## config.mk

```make
export PLATFORM = sky130hd
export DESIGN_NAME = shift_reader_flat
export DESIGN_NICKNAME = d
export VERILOG_FILES = /design/src/rtl/shift_reader_pkg.sv /design/src/rtl/shift_reader_if.sv /design/src/rtl/shift_reader.sv /design/src/flat_wrapper.sv
export SDC_FILE = /design/constraint.sdc
export NUM_CORES = 1
export LEC_CHECK = 0
export CAP_MARGIN = 5
export CORE_UTILIZATION = 32
export CTS_BUF_LIST = sky130_fd_sc_hd__clkbuf_16
export CTS_CLUSTER_DIAMETER = 40
export DETAILED_ROUTE_END_ITERATION = 6
export GPL_TIMING_DRIVEN = 0
export HOLD_SLACK_MARGIN = 0.15
export PLACE_DENSITY = 0.55
export SYNTH_ARGS = -nofsm -noshare
export SYNTH_HDL_FRONTEND = slang
export SYNTH_SLANG_ARGS = --single-unit
```

## constraint.sdc

```tcl
create_clock -name clk -period 2.4 [get_ports clk]
set_input_delay 0.36 -clock clk [delete_from_list [all_inputs] [get_ports clk]]
set_output_delay 0.36 -clock clk [all_outputs]
set_load 0.01 [all_outputs]
```

## src/rtl/shift_reader_pkg.sv

```systemverilog
// Shared definitions for the 74HC165-style serial input reader.
// Chain bit order is MSB first, matching the output shifter.
package shift_reader_pkg;

  localparam int DEF_WIDTH   = 32;
  localparam int DEF_CLK_DIV = 4;

  typedef enum logic [2:0] {
    ST_IDLE,
    ST_LOAD,
    ST_SETTLE,
    ST_HIGH,
    ST_LOW,
    ST_DONE
  } state_t;

  // Counter width for a down-counter spanning n values, never below 1 bit.
  function automatic int cnt_bits(input int n);
    return (n > 1) ? $clog2(n) : 1;
  endfunction

endpackage

```

## src/rtl/shift_reader_if.sv

```systemverilog
// Capture request/result and chain strobe signals for shift_reader.
// master is the core/board side, slave is the reader itself.
interface shift_reader_if #(
  parameter int WIDTH = 32
) ();

  logic             start;
  logic             sdata_in;
  logic             load_l;
  logic             sclk;
  logic [WIDTH-1:0] parallel_out;
  logic             valid;
  logic             busy;

  modport master (
    output start,
    output sdata_in,
    input  load_l,
    input  sclk,
    input  parallel_out,
    input  valid,
    input  busy
  );

  modport slave (
    input  start,
    input  sdata_in,
    output load_l,
    output sclk,
    output parallel_out,
    output valid,
    output busy
  );

endinterface

```

## src/rtl/shift_reader.sv

```systemverilog
// Serial reader for a 165-style PISO chain: load, settle, then WIDTH-1 sclk
// pulses, sampling MSB first; publishes the word with a one-cycle valid.
module shift_reader
  import shift_reader_pkg::*;
#(
  parameter int WIDTH   = DEF_WIDTH,
  parameter int CLK_DIV = DEF_CLK_DIV
) (
  input  logic          clk,
  input  logic          rst,
  shift_reader_if.slave bus
);

  localparam int DW = cnt_bits(CLK_DIV);
  localparam int BW = cnt_bits(WIDTH);
  localparam logic [DW-1:0] DIV_MAX = DW'(CLK_DIV - 1);
  localparam logic [BW-1:0] BIT_MAX = BW'(WIDTH - 1);
  localparam logic [BW-1:0] BIT_ONE = BW'(1);

  state_t           state_q, state_d;
  logic [DW-1:0]    div_q, div_d;
  logic [BW-1:0]    bit_q, bit_d;
  logic [WIDTH-1:0] shreg_q, shreg_d;
  logic [WIDTH-1:0] pout_q, pout_d;
  logic             valid_q, valid_d;
  logic             busy_q, busy_d;
  logic             load_l_q, load_l_d;
  logic             sclk_q, sclk_d;
  logic             phase_end;

  always_ff @(posedge clk) begin
    if (rst) begin
      state_q  <= ST_IDLE;
      div_q    <= '0;
      bit_q    <= '0;
      shreg_q  <= '0;
      pout_q   <= '0;
      valid_q  <= 1'b0;
      busy_q   <= 1'b0;
      load_l_q <= 1'b1;
      sclk_q   <= 1'b0;
    end else begin
      state_q  <= state_d;
      div_q    <= div_d;
      bit_q    <= bit_d;
      shreg_q  <= shreg_d;
      pout_q   <= pout_d;
      valid_q  <= valid_d;
      busy_q   <= busy_d;
      load_l_q <= load_l_d;
      sclk_q   <= sclk_d;
    end
  end

  always_comb begin
    phase_end = (div_q == '0);
    state_d   = state_q;
    div_d     = phase_end ? DIV_MAX : div_q - 1'b1;
    bit_d     = bit_q;
    shreg_d   = shreg_q;
    pout_d    = pout_q;
    valid_d   = 1'b0;
    busy_d    = 1'b1;

    unique case (state_q)
      ST_IDLE: begin
        div_d  = DIV_MAX;
        busy_d = bus.start;
        if (bus.start) begin
          state_d = ST_LOAD;
          bit_d   = BIT_MAX;
        end
      end
      ST_LOAD: begin
        if (phase_end) state_d = ST_SETTLE;
      end
      ST_SETTLE: begin
        if (phase_end) begin
          shreg_d = {shreg_q[WIDTH-2:0], bus.sdata_in};
          state_d = ST_HIGH;
        end
      end
      ST_HIGH: begin
        if (phase_end) state_d = ST_LOW;
      end
      ST_LOW: begin
        if (phase_end) begin
          // Left shift places the first-sampled bit at WIDTH-1 once all bits are in.
          shreg_d = {shreg_q[WIDTH-2:0], bus.sdata_in};
          bit_d   = bit_q - 1'b1;
          state_d = (bit_q == BIT_ONE) ? ST_DONE : ST_HIGH;
        end
      end
      ST_DONE: begin
        div_d   = DIV_MAX;
        pout_d  = shreg_q;
        valid_d = 1'b1;
        state_d = ST_IDLE;
      end
      default: state_d = ST_IDLE;
    endcase

    // Pin levels follow the state being entered so each phase lasts CLK_DIV clocks.
    load_l_d = (state_d != ST_LOAD);
    sclk_d   = (state_d == ST_HIGH);
  end

  assign bus.load_l       = load_l_q;
  assign bus.sclk         = sclk_q;
  assign bus.parallel_out = pout_q;
  assign bus.valid        = valid_q;
  assign bus.busy         = busy_q;

endmodule

```

## src/flat_wrapper.sv

```systemverilog
// flat-port wrapper written by rule: the top's interface ports become plain ports
module shift_reader_flat import shift_reader_pkg::*;
#(
  parameter int WIDTH   = DEF_WIDTH,
  parameter int CLK_DIV = DEF_CLK_DIV
)
  (clk, rst, bus_start, bus_sdata_in, bus_load_l, bus_sclk, bus_parallel_out, bus_valid, bus_busy);
  shift_reader_if #(.WIDTH(WIDTH)) bus_i ();
  input  logic clk;
  input  logic rst;
  input wire logic [$bits(bus_i.start)-1:0] bus_start;
  input wire logic [$bits(bus_i.sdata_in)-1:0] bus_sdata_in;
  output wire logic [$bits(bus_i.load_l)-1:0] bus_load_l;
  output wire logic [$bits(bus_i.sclk)-1:0] bus_sclk;
  output wire logic [$bits(bus_i.parallel_out)-1:0] bus_parallel_out;
  output wire logic [$bits(bus_i.valid)-1:0] bus_valid;
  output wire logic [$bits(bus_i.busy)-1:0] bus_busy;
  assign bus_i.start = bus_start;
  assign bus_i.sdata_in = bus_sdata_in;
  assign bus_load_l = bus_i.load_l;
  assign bus_sclk = bus_i.sclk;
  assign bus_parallel_out = bus_i.parallel_out;
  assign bus_valid = bus_i.valid;
  assign bus_busy = bus_i.busy;
  shift_reader #(.WIDTH(WIDTH), .CLK_DIV(CLK_DIV)) u_core (.clk(clk), .rst(rst), .bus(bus_i));
endmodule
```

==> results.md <==
STA:
- Setup repair after global routing left no endpoint under its margin.
- Final hold analysis gives a worst-case slack of 0.451 ns.
- Dividing the final minimum period by the clock period gives 0.751.
- The max-slew violation total from the final report came to 0.
- Setup violations remaining at the end of the flow were counted as 0.
- At the pin with the least slew margin, the transition time is 0.581 ns.
- The clock skew is 0.00356 ns.
- Static timing analysis puts the maximum clock frequency at 554 MHz.
- The number of failing hold endpoints at the final stage was 0.
- The worst path meets setup with 0.596 ns of slack.
- Counting I/O delays and the setup requirement, the final critical path takes 1.80 ns.
- In this run the tightest slew margin relative to its limit is 0.613.
- Setup total negative slack on the finished layout was measured at 0 ns.

Setup path:
- In this design, the largest share of critical-path delay is due to buffers and inverters.
- The required time reported for the critical path endpoint is 2.65 ns.
- The largest incremental delay on the critical path is 0.50 ns.
- In this run the worst path has a maximum fanout of 10.
- The startpoint kind of the worst setup timing path is a flop.
- Among all stages on the critical path, the largest delay is contributed by clkbuf_1.
- The number of buffer and inverter instances along the worst setup path is 3.
- The type of the worst setup path is reg2reg.
- The endpoint kind of the worst setup timing path is a flop.
- The critical path goes through buf_2 > buf_2 > nand3b_1 > clkbuf_1 > nand2_1 > a21oi_1.
- The most frequent cell on the critical path is buf_2.
- The arrival time of data at the critical path endpoint is 2.06 ns.

Global route:
- The global-route wire length before repair is 11.6 mm.
- For this run the aggregate overflow at the end of global routing stands at 0.
- Entering global routing, the biggest net connects 13 pins.
- The number of global-route vias before repair came to 2,462.
- The number of antenna violations at the first check in global routing is 0.
- The global router's overall resource usage is 0.149.

Yosys:
- Yosys attributes the largest share of cell area to dfxtp_1 52%, a21oi_1 12%, nand2_1 8.3%.
- The post-synthesis cell count is 368.
- The count of flip-flops with a built-in enable after synthesis is 0.
- The synthesized design contains 78 register bits.
- In this run the mean area of a mapped cell was 8.23 um2.
- In the synthesized netlist, the cells that appear most often are 78 x dfxtp_1, 72 x a21oi_1, 67 x nand2_1.
- Yosys printed 0 warnings.
- The most common cell in the netlist is dfxtp_1.
- The post-synthesis net count is 375.
- The largest total area in the synthesized netlist belongs to dfxtp_1.
- The cell area that synthesis handed to floorplanning was 0.00303 mm2.
- The proportion of netlist area held by the largest area contributor is 0.516.
- After synthesis, the netlist uses 37 different library cells.
- Of the synthesized area, sequential elements account for 0.516.
- The main flop type after synthesis is dfxtp_1.
- The async set-or-reset flop fraction in the synthesized netlist is 0.

Final layout:
- The net count of the finished layout is 424.
- The sequential cell area is 0.00156 mm2.
- The layout has 950 filler cells.
- The number of antenna repair diodes is 0.
- The area growth from synthesis to layout is 26.5%.
- The area of combinational cells with multiple inputs is 0.00130 mm2.
- The share of the core filled with cells is 0.416.
- The final instance count without filler cells is 533.
- In the final layout, the share of cells above drive strength 1 is 0.0664.
- With fillers left out, the area of the finished cells amounts to 0.00383 mm2.

Routing:
- The via density per instance is 5.04.
- The final route contains 2,688 vias.
- The violation count after the first detailed-routing iteration is 154.
- After detailed routing, the total wire length is 7.06 mm.
- The first detailed-routing pass took 6 iterations.
- The per-cell routed wire length is 13.3 um.
- In the routed design, unresolved DRC markers number 1.
- The count of nets left with antenna violations once routing finished came out at 0.

Clocking:
- The number of resized instances in the post-cts repair step is 0.
- The root buffer cell is clkbuf_16.
- In this run, CTS created clock tree buffers numbering 9.
- CTS saw 78 sinks.
- TritonCTS built the clock tree.
- After clock tree synthesis, the setup repair step added 0 buffers.
- The buffer depth of the longest clock path is 2.
- After clock tree synthesis, the clock-pin slew on the worst setup and hold paths is 0.06 ns.
- The H-tree level count is 3.
- The count of hold buffers inserted by post-cts repair is 0.
- At the later pin of the worst-skew pair, clock insertion delay measures 0.33 ns.

Power and ir drop:
- For this design the static power due to leakage is 1.26 nW.
- The share of total power in combinational logic is 0.086.
- Of the total power, the clock network draws 0.449.
- Of the total power, the share spent switching nets is 0.239.
- The cell-internal power is 2.19 mW.
- The highest ir drop seen on vdd is 0.000359 V.
- For this design the total switching power over the nets is 0.688 mW.
- The design draws 2.88 mW.
- The share of total power in sequential cells is 0.465.
- In this run the power density over the cells is 753 mW/mm2.

Die:
- The die covers 0.00986 mm2.
- The initial utilization of the core area, before any placement, comes to 0.329.
- The overall die height is 99.3 um.
- The floorplan has 35 rows.
- The placeable core region is 0.00920 mm2.
- The die width is 99.3 um.
- The number of ports placed on the die boundary is 40.

Place:
- The worst slack after detailed placement is 0.487 ns.
- In this run, placement finished with an instance count of 517.
- Summing all placed instances gives a cell area of 0.00355 mm2.
- Routability-driven placement finished with a final weighted congestion of 0.790.
- The number of buffer cells added on primary ports is 38.
- The HPWL after detailed placement is 4.79 mm.

Status:
- The final reports fail on DRC.
- The run finished, with violations left.

Job:
- The total of max-cap violations is 0.

Min path:
- In this run the worst hold path is classified as reg2reg.
## worst paths after layout
| kind | startpoint | endpoint | slack (ns) | cells after the start |
|---|---|---|---|---|
| worst max register to register | u_core.state_q[2] | u_core.bus.parallel_out[17] | 0.60 | 6 |
| worst min register to register | u_core.bus.parallel_out[7] | u_core.bus.parallel_out[7] | 0.45 | 2 |
| worst min-delay path | u_core.bus.parallel_out[7] | u_core.bus.parallel_out[7] | 0.45 | 2 |
| worst max-delay path | u_core.state_q[2] | u_core.bus.parallel_out[17] | 0.60 | 6 |
## cell type report
| type | instances | share of cell area |
|---|---|---|
| Buffer | 34 | 0.0376 |
| Clock buffer | 9 | 0.0588 |
| Clock inverter | 7 | 0.0150 |
| Inverter | 5 | 0.00490 |
| Multi-Input combinational cell | 251 | 0.340 |
| Sequential cell | 78 | 0.408 |
| Tap cell | 111 | 0.0363 |
| Timing Repair Buffer | 38 | 0.0993 |
## power by group through the flow
stage / logic (mW) / registers, mW / clock network (mW)
finish: 0.249 / 1.34 / 1.29
CTS: 0.249 / 1.34 / 1.32
global route: 0.277 / 1.34 / 1.38
global placement: 0.245 / 1.37 / 0
floorplan: 0.176 / 1.37 / 0
detailed placement: 0.248 / 1.37 / 0
## routing by layer
metal / routed length (um) / GRT usage / part of all wire
met5: 0 / 0 / 0
met4: 94 / 0.0566 / 0.013
met3: 240 / 0.0415 / 0.034
met2: 3200 / 0.231 / 0.45
met1: 3530 / 0.199 / 0.50
## sequential cells by signal (all words and copies together) (netlist names)
register	cells
u_core.bus.parallel_out	32
u_core.shreg_q	32
u_core.bit_q	5
u_core.state_q	3
u_core.div_q	2
u_core.bus.busy	1
u_core.bus.load_l	1
u_core.bus.sclk	1
u_core.bus.valid	1
## layout by cell type (no fill, tap or decap), types with 5 or more instances in the layout
| cell | instances |
|---|---|
| a21oi_1 | 72 |
| buf_2 | 10 |
| clkbuf_1 | 22 |
| clkbuf_16 | 9 |
| clkdlybuf4s50_1 | 38 |
| dfxtp_1 | 78 |
| inv_1 | 7 |
| nand2_1 | 67 |
| nand3_1 | 34 |
| nor2_1 | 5 |
| o21ai_0 | 34 |
## logic make-up after synthesis
kind of cell / synth area share
muxes: 0.00702
and+or+nand+nor: 0.194
adders and majority gates: 0.0124
DFF: 0.516
xor gates and xnor gates: 0.0112
buffers and inverters: 0.0537
AOI/OAI and AO/OA: 0.206
## worst min-delay path, stage by stage (launching register included)
cell and delay, ns:
dfxtp_1 0.30, nand2_1 0.05, a21oi_1 0.05
Note: power is estimated with default switching activity, not from simulation.
==> RTL edit (same flow settings) <==
The 6 states of `state_t` get a Gray code encoding in 3 bits.
--- a/src/rtl/shift_reader_pkg.sv
+++ b/src/rtl/shift_reader_pkg.sv
@@ -7,10 +7,10 @@
 
   typedef enum logic [2:0] {
-    ST_IDLE,
-    ST_LOAD,
-    ST_SETTLE,
-    ST_HIGH,
-    ST_LOW,
-    ST_DONE
+    ST_IDLE   = 3'b000,
+    ST_LOAD   = 3'b001,
+    ST_SETTLE = 3'b011,
+    ST_HIGH   = 3'b010,
+    ST_LOW    = 3'b110,
+    ST_DONE   = 3'b111
   } state_t;
 
Check against the original RTL: same outputs for any inputs over 10 cycles, from zero or initial values and one cycle with rst high; not proved beyond that.
==> RTL edit against the original RTL <==
Design area is 2.0% higher. Critical path type unchanged. Routed wire length is 0.48% lower. Synthesized cell count is 0.27% lower. Total power is 2.6% higher. Largest cell class unchanged. Clock skew is 0.00092 ns higher. Non-clock buffer count is 2 higher. Area after synthesis is 0.66% higher. Worst setup slack better by 0.026 ns. Sequential cell count stayed put.
==> RTL edit: results (changes against the original RTL) <==
| Metric | Value |
|---|---|
| Reg-to-reg slack, setup | `0.62 ns (+0.03 ns)` |
| Sequential area share after synthesis | `51.2% (-0.34 points)` |
| Final Cycle Share | `74.1% (-1.1 points)` |
| Fin cells | `550 (+3.2%)` |
| Largest cells by area after synthesis | `dfxtp_1, a21oi_1, nand2_1, nand3_1, o21ai_1` |
| Syn nets | `374 (-0.27%)` |
| CP arrival | `2.03 ns (-0.03 ns)` |
| Largest net degree at the start of global routing | `14 (+1)` |
| Final #Nets | `423 (-0.24%)` |
| DRT iter0 DRCs | `108 (-30%)` |
| Share of cells above drive strength 1 | `8.79% (+2.2 points)` |
| Slowest Stage Delay on Critical Path | `0.42 ns (-0.08 ns)` |
| Synth Area in Adders | `1.23% (-0.0081 points)` |
| WL/cell | `12.8 um (-3.6%)` |
| Status | `completed` |
| Number of global-route vias before repair | `2455 (-0.28%)` |
| GRT Util Overall | `15.5% (+0.57 points)` |
| Dpl ws | `0.509 ns (+0.0224 ns)` |
| Max IR drop VDD | `0.326 mV (-9.2%)` |
| Number of fill cells | `936 (-1.5%)` |
| Syn Area/Cell | `8.30 sq um (+0.94%)` |
| Iteration count of the initial detailed-routing pass | `4 (-2)` |
| Clock power share | `48.4% (+3.5 points)` |
| Xor/xnor cell area share of the yosys netlist | `0.821% (-0.29 points)` |
| Synth-to-layout area growth | `28.1%` |
| Sw Pwr | `0.667 mW (-3.0%)` |
| GRT met3 Usage | `3.79% (-0.35 points)` |
| Critical path launch point | `u_core.div_q[0]$_SDFF_PP0_` |
| First-pass GRT wire length | `11900 um (+2.7%)` |
| Vias | `2621 (-2.5%)` |
| Slew at the pin with the worst max-slew slack | `0.530 ns (-0.0505 ns)` |
| Post-synthesis compound-gate area fraction | `20.8% (+0.23 points)` |
| Critical R2R Launch | `u_core.div_q[0]$_SDFF_PP0_` |
| Internal | `2.29 mW (+4.3%)` |
| Dpl cells | `534 (+3.3%)` |
| GR Util met2 | `23.9% (+0.80 points)` |
| Mux share of post-synthesis cell area | `0% (-0.70 points)` |
| Worst Hold Class | `in -> reg` |
[RTL edit: final cells by class]
class,count,share of cell area [%]
plain buffers,36,4.87
flip-flops and latches,78,40.0
inverters,8,0.769
multi-input cells,245,32.4
clock buffers,9,5.77
well taps,129,4.13
clock inverters,7,2.31
repair buffers,38,9.74
[RTL edit: final timing paths]
path	endpoint	cells after the start
worst max-delay path	u_core.shreg_q[3]$_SDFFE_PP0P_	8
worst min register to register	u_core.bus.parallel_out[6]$_SDFFE_PP0P_	2
worst min-delay path	u_core.state_q[2]$_SDFF_PP0_	4
worst max register to register	u_core.shreg_q[3]$_SDFFE_PP0P_	8
[RTL edit: layer usage]
metal | routed length (um) | share of wire, %
met1 | 3590 | 51
met2 | 3150 | 45
met3 | 187 | 2.7
met4 | 104 | 1.5
met5 | 0 | 0
[RTL edit: cell families after synthesis]
kind of cell,Yosys count
AO/OA/AOI/OAI,118
XOR/XNOR,2
adder cells (fa/ha/maj),3
buffers and inverters,44
flip-flops,78
AND/OR/NAND/NOR,122
